[src/rtl/debounced_updown_counter_pkg.sv]
// debounced_updown_counter_pkg: shared mode constants and width helpers
package debounced_updown_counter_pkg;
  localparam int MODE_WRAP = 0;
  localparam int MODE_SAT = 1;
  function automatic int sc_width(input int stable);
    return $clog2(stable + 1);
  endfunction
  function automatic int ps_width(input int div);
    return div > 1 ? $clog2(div) : 1;
  endfunction
endpackage

[src/rtl/debounced_updown_counter_if.sv]
// debounced_updown_counter_if: button inputs, controls and counter outputs
interface debounced_updown_counter_if #(parameter int WIDTH = 4);
  logic en;
  logic clear;
  logic inc_in;
  logic dec_in;
  logic [WIDTH-1:0] count;
  logic inc_pulse;
  logic dec_pulse;
  logic limit_pulse;
  modport master(output en, clear, inc_in, dec_in, input count, inc_pulse, dec_pulse, limit_pulse);
  modport slave(input en, clear, inc_in, dec_in, output count, inc_pulse, dec_pulse, limit_pulse);
endinterface

[src/rtl/debounced_updown_counter_debounce_channel.sv]
// debounce_channel: 2-FF sync, tick-sampled debounce and rising-edge pulse
module debounce_channel import debounced_updown_counter_pkg::*; #(
  parameter int STABLE = 4
) (
  input  logic clk,
  input  logic rst,
  input  logic tick,
  input  logic raw,
  output logic rise,
  output logic pulse
);
  localparam int SW = sc_width(STABLE);
  logic [1:0] sync;
  logic level;
  logic [SW-1:0] cnt;
  logic diff;
  logic full;
  assign diff = sync[1] != level;
  assign full = cnt == SW'(STABLE - 1);
  // rise is combinational so the counter steps on the same edge that sets pulse
  assign rise = tick && diff && full && sync[1];
  // synchronise, count consecutive differing tick samples, accept level on the last one
  always_ff @(posedge clk or posedge rst) begin
    if (rst) begin
      sync <= '0;
      level <= 1'b0;
      cnt <= '0;
      pulse <= 1'b0;
    end else begin
      sync <= {sync[0], raw};
      pulse <= rise;
      if (tick) begin
        cnt <= (!diff || full) ? '0 : cnt + 1'b1;
        if (diff && full) level <= sync[1];
      end
    end
  end
endmodule

[src/rtl/debounced_updown_counter.sv]
// debounced_updown_counter: two debounced buttons driving a wrap/saturate up/down counter
module debounced_updown_counter import debounced_updown_counter_pkg::*; #(
  parameter int WIDTH = 4,
  parameter int DIV = 50000,
  parameter int STABLE = 4,
  parameter int SATURATE = MODE_WRAP
) (
  input logic clk,
  input logic rst,
  debounced_updown_counter_if.slave bus
);
  localparam int PW = ps_width(DIV);
  logic [PW-1:0] ps;
  logic tick;
  logic inc_rise;
  logic dec_rise;
  logic inc_pulse;
  logic dec_pulse;
  logic step;
  logic at_lim;
  logic limit;
  logic [WIDTH-1:0] count;
  logic [WIDTH-1:0] nxt;
  assign tick = ps == PW'(DIV - 1);
  // shared sample-tick prescaler
  always_ff @(posedge clk or posedge rst) begin
    if (rst) ps <= '0;
    else ps <= tick ? '0 : ps + 1'b1;
  end
  debounce_channel #(.STABLE(STABLE)) u_inc (
    .clk(clk), .rst(rst), .tick(tick), .raw(bus.inc_in), .rise(inc_rise), .pulse(inc_pulse)
  );
  debounce_channel #(.STABLE(STABLE)) u_dec (
    .clk(clk), .rst(rst), .tick(tick), .raw(bus.dec_in), .rise(dec_rise), .pulse(dec_pulse)
  );
  // simultaneous presses cancel; at_lim marks a step that would cross a boundary
  always_comb begin
    step = bus.en && (inc_rise ^ dec_rise);
    at_lim = inc_rise ? count == '1 : count == '0;
    nxt = inc_rise ? count + 1'b1 : count - 1'b1;
  end
  // count update with clear > enable priority; saturation holds at the boundary
  always_ff @(posedge clk or posedge rst) begin
    if (rst) begin
      count <= '0;
      limit <= 1'b0;
    end else begin
      count <= bus.clear ? '0 : (step && !(at_lim && SATURATE == MODE_SAT)) ? nxt : count;
      limit <= !bus.clear && step && at_lim;
    end
  end
  assign bus.count = count;
  assign bus.inc_pulse = inc_pulse;
  assign bus.dec_pulse = dec_pulse;
  assign bus.limit_pulse = limit;
endmodule

[src/flat_wrapper.sv]
// flat-port wrapper written by rule: the top's interface ports become plain ports
module debounced_updown_counter_flat import debounced_updown_counter_pkg::*;
#(
  parameter int WIDTH = 4,
  parameter int DIV = 50000,
  parameter int STABLE = 4,
  parameter int SATURATE = MODE_WRAP
)
  (clk, rst, bus_en, bus_clear, bus_inc_in, bus_dec_in, bus_count, bus_inc_pulse, bus_dec_pulse, bus_limit_pulse);
  debounced_updown_counter_if #(.WIDTH(WIDTH)) bus_i ();
  input logic clk;
  input logic rst;
  input wire logic [$bits(bus_i.en)-1:0] bus_en;
  input wire logic [$bits(bus_i.clear)-1:0] bus_clear;
  input wire logic [$bits(bus_i.inc_in)-1:0] bus_inc_in;
  input wire logic [$bits(bus_i.dec_in)-1:0] bus_dec_in;
  output wire logic [$bits(bus_i.count)-1:0] bus_count;
  output wire logic [$bits(bus_i.inc_pulse)-1:0] bus_inc_pulse;
  output wire logic [$bits(bus_i.dec_pulse)-1:0] bus_dec_pulse;
  output wire logic [$bits(bus_i.limit_pulse)-1:0] bus_limit_pulse;
  assign bus_i.en = bus_en;
  assign bus_i.clear = bus_clear;
  assign bus_i.inc_in = bus_inc_in;
  assign bus_i.dec_in = bus_dec_in;
  assign bus_count = bus_i.count;
  assign bus_inc_pulse = bus_i.inc_pulse;
  assign bus_dec_pulse = bus_i.dec_pulse;
  assign bus_limit_pulse = bus_i.limit_pulse;
  debounced_updown_counter #(.WIDTH(WIDTH), .DIV(DIV), .STABLE(STABLE), .SATURATE(SATURATE)) u_core (.clk(clk), .rst(rst), .bus(bus_i));
endmodule
[config.mk]
export PLATFORM = sky130hd
export DESIGN_NAME = debounced_updown_counter_flat
export DESIGN_NICKNAME = d
export VERILOG_FILES = /design/src/rtl/debounced_updown_counter_pkg.sv /design/src/rtl/debounced_updown_counter_if.sv /design/src/rtl/debounced_updown_counter_debounce_channel.sv /design/src/rtl/debounced_updown_counter.sv /design/src/flat_wrapper.sv
export SDC_FILE = /design/constraint.sdc
export NUM_CORES = 1
export LEC_CHECK = 0
export BUFFER_PORTS_ARGS = -buffer_cell sky130_fd_sc_hd__buf_2
export CORE_AREA = 2 2 60 62
export CTS_CLUSTER_SIZE = 12
export DETAILED_ROUTE_END_ITERATION = 10
export DIE_AREA = 0 0 62 64
export PLACE_DENSITY = 0.71
export SLEW_MARGIN = 30
export SYNTH_ARGS = -nofsm -noshare
export SYNTH_HDL_FRONTEND = slang
export SYNTH_SLANG_ARGS = --single-unit
[constraint.sdc]
create_clock -name clk -period 2.9 [get_ports clk]
set_input_delay 0.725 -clock clk [delete_from_list [all_inputs] [get_ports clk]]
set_output_delay 0.725 -clock clk [all_outputs]
set_load 0.01 [all_outputs]
==> run summary <==
Status - completed
Slew Viols, Final - 0
Routed len/inst - 13.7 um
HP Class - flip-flop to flip-flop
Netlist cell types - 36
Critical-path cell list - nor4_4 -> nand4_2 -> or2_2 -> ha_1 -> nand3_1 -> a21o_1 -> a211oi_1 -> mux2_2
TritonRoute pass-1 iters - 4
H-tree depth - 2
Syn nets - 175
Post-synth ARST share - 100%
HPWL after detailed placement - 2260 um
Number of synthesized flops with an enable pin - 0
Initial antenna violation count - 0
Antenna-violating nets left - 0
Worst Tran Pin Value - 544 ps
Port-buffer cells - 12
Highest Signal Layer - met4
Period utilization - 93.8%
Clk slew on worst S/H paths - 120 ps
Met3 WL - 155 um
Worst Path Max Fanout - 5
Synth Instances - 161
Worst skew pair latency - 350 ps
Total I/O pin count - 13
Final Setup Violations - 0
Total congestion overflow - 0
Flops & latches, synth - 35
Final hold vios - 0
R2R Path Start - u_core.ps[13]
Nets@finish - 193
Most common flop cell mapped by yosys - dfrtp_1
Die span in y - 64 um
Pin count of the biggest net entering global routing - 36
Chip width - 62 um
Power per cell area - 403 mW/mm2
Met1 Routed Length - 1420 um
Worst reg-to-reg setup slack - 180 ps
Post-Route WL - 3100 um
Syn_area_per_cell - 10.8 um2
Setup TNS - 0 ps
Share of post-route cells with drive strength above 1 - 17.8%
Leak - 0.892 nW
Max_slew headroom - 63.4%
Post-Syn Area - 0.00174 mm2
R2R depth - 8
WP data required - 3150 ps
Crit Path Class - flip-flop to flip-flop
Dpl cell area - 0.00185 mm2
RSZ-0062 raised after global routing - false
Pre-CTS setup slack - 149 ps
Setup crit start kind - flip-flop
DR WL met2 - 1450 um
Vias in the first global route - 1,282
Worst EP arrival - 2970 ps
Root buffer cell - clkbuf_4
CP endpoint kind - flip-flop
Initial drt markers - 52
Layout Area Growth over Synthesis - 10.6%
Die area - 0.00397 mm2
Minimum clock period - 2720 ps
Sequential element share of the synthesized area - 50.4%
VDD IR max - 0.245 mV
CTS max path bufs - 2
Diode count - 0
CP max stage delay - 470 ps
Crit path capture - u_core.bus.count[3]
CP Launch Point - u_core.ps[13]
Post-route DRC - 0
CTS sink cnt - 35
Site Rows - 21
First-pass GRT wire length - 5580 um
Starting Density - 53.0%
Via count - 1,240
GRT Util Overall - 19.0%
Post-DR vias/cell - 5.49
CTS buffer count - 5
Total of max-cap violations - 0
RePlAce Congestion - 0.853
Fin Clk Skew - 16.6 ps
R2r endpoint - u_core.bus.count[3]
Core Region - 0.00328 mm2
Synth warnings - 0
Fmax - 367 MHz
Design area - 0.00192 mm2
CTS tree - done
Worst path slowest cell - dfrtp_1
Setup ws final - 179 ps
-- layout make-up --
type,count,area [um2]
clock inverter,3,20.0
sequential,35,876
timing repair buffer,15,82.6
clock buffer,5,37.5
fill,285,1360
tap,46,57.6
multi-input combinational,113,816
inverter,9,33.8
-- cells in the mapped netlist, drive strengths merged (3+ instances only) --
| cell type | n | area (um2) |
|---|---|---|
| dfrtp | 35 | 876 |
| nor2 | 11 | 41.3 |
| nand2 | 10 | 37.5 |
| inv | 9 | 33.8 |
| nand4 | 9 | 62.6 |
| xor2 | 9 | 78.8 |
| nand3 | 8 | 40.0 |
| xnor2 | 8 | 70.1 |
| ha | 7 | 87.6 |
| nor4 | 6 | 52.6 |
| o21ai | 6 | 30.0 |
| a21oi | 4 | 20.0 |
| and4 | 4 | 35.0 |
| nand3b | 4 | 30.0 |
| or3 | 4 | 25.0 |
| mux2 | 3 | 33.8 |
-- worst max-delay path, delay by kind of cell, from the launching register on --
family                   cells  cell delay, ps
AO/OA/AOI/OAI                2             390
adder cells (fa/ha/maj)      1             360
flip-flops                   1             470
multiplexers                 1             360
AND/OR/NAND/NOR              4            1040
-- routing by layer --
layer	global-route usage [%]	vias to the layer above
met3	6.07	9
met2	28.5	31
li1	-	612
met4	7.98	0
met1	24.8	588
met5	0	-
-- power by group --
group	switching [mW]	internal [mW]	total, mW
combinational	0.0131	0.00470	0.0178
sequential	0.00158	0.491	0.492
clock	0.172	0.0925	0.265
total	0.187	0.588	0.775
-- flip-flops by register name, indices dropped and copies added (netlist names) --
name                    flops
u_core.u_dec.pulse          1
u_core.u_inc.level          1
u_core.u_dec.level          1
u_core.bus.limit_pulse      1
u_core.bus.count            4
u_core.u_inc.sync           2
u_core.u_inc.cnt            3
u_core.u_inc.pulse          1
u_core.u_dec.sync           2
u_core.ps                  16
u_core.u_dec.cnt            3
-- cells in the final DEF (no fill, tap or decap), types with 2 or more instances in the layout --
master / instances
and4b_1: 2
dfrtp_1: 35
ha_1: 7
nand3_1: 8
mux2_2: 3
a21o_1: 2
nor4_1: 5
and4bb_2: 2
xnor2_1: 8
a21oi_1: 3
clkbuf_4: 5
buf_2: 12
nand2_1: 10
inv_1: 9
xor2_1: 9
clkinvlp_4: 2
nand4_1: 8
buf_4: 3
nand3b_1: 4
nor2_1: 11
or3_1: 4
nor3_1: 2
and4_1: 4
o21ai_0: 6
-- metrics by stage --
step | instances | utilization, % | hold WS, ps | total power, mW
global placement | 217 | 56.5 | 334 | 0.520
CTS | 225 | 58.2 | 363 | 0.785
finish | 226 | 58.6 | 362 | 0.775
detailed placement | 217 | 56.5 | 335 | 0.520
global route | 226 | 58.6 | 379 | 0.817
floorplan | 161 | - | 331 | 0.511
-- how the worst min path moves through the flow --
stage / slack, ps / endpoint / from / cells after the start
global route: 380 / u_core.u_inc.sync[1] / u_core.u_inc.sync[0] / 0
CTS: 360 / u_core.u_inc.sync[1] / u_core.u_inc.sync[0] / 0
global placement: 330 / u_core.u_dec.sync[1] / u_core.u_dec.sync[0] / 0
detailed placement: 330 / u_core.u_inc.sync[1] / u_core.u_inc.sync[0] / 0
finish: 360 / u_core.u_inc.sync[1] / u_core.u_inc.sync[0] / 0
floorplan: 330 / u_core.u_dec.sync[1] / u_core.u_dec.sync[0] / 0
-- kinds of logic after synthesis --
kind of cell / Yosys count / share of synthesized area [%]
mux: 3 / 1.94
simple gates: 68 / 24.0
fa+ha+maj: 8 / 6.19
buf+inv: 13 / 2.95
xor+xnor: 17 / 8.56
flops: 35 / 50.4
compound gates: 17 / 5.97
-- timing repair --
item	4_1_cts	5_1_grt
resized for setup	0	1
buffers inserted	0	1
setup endpoints to repair	0	1
hold buffers	0	0
Power figures use the tool's default switching activity.
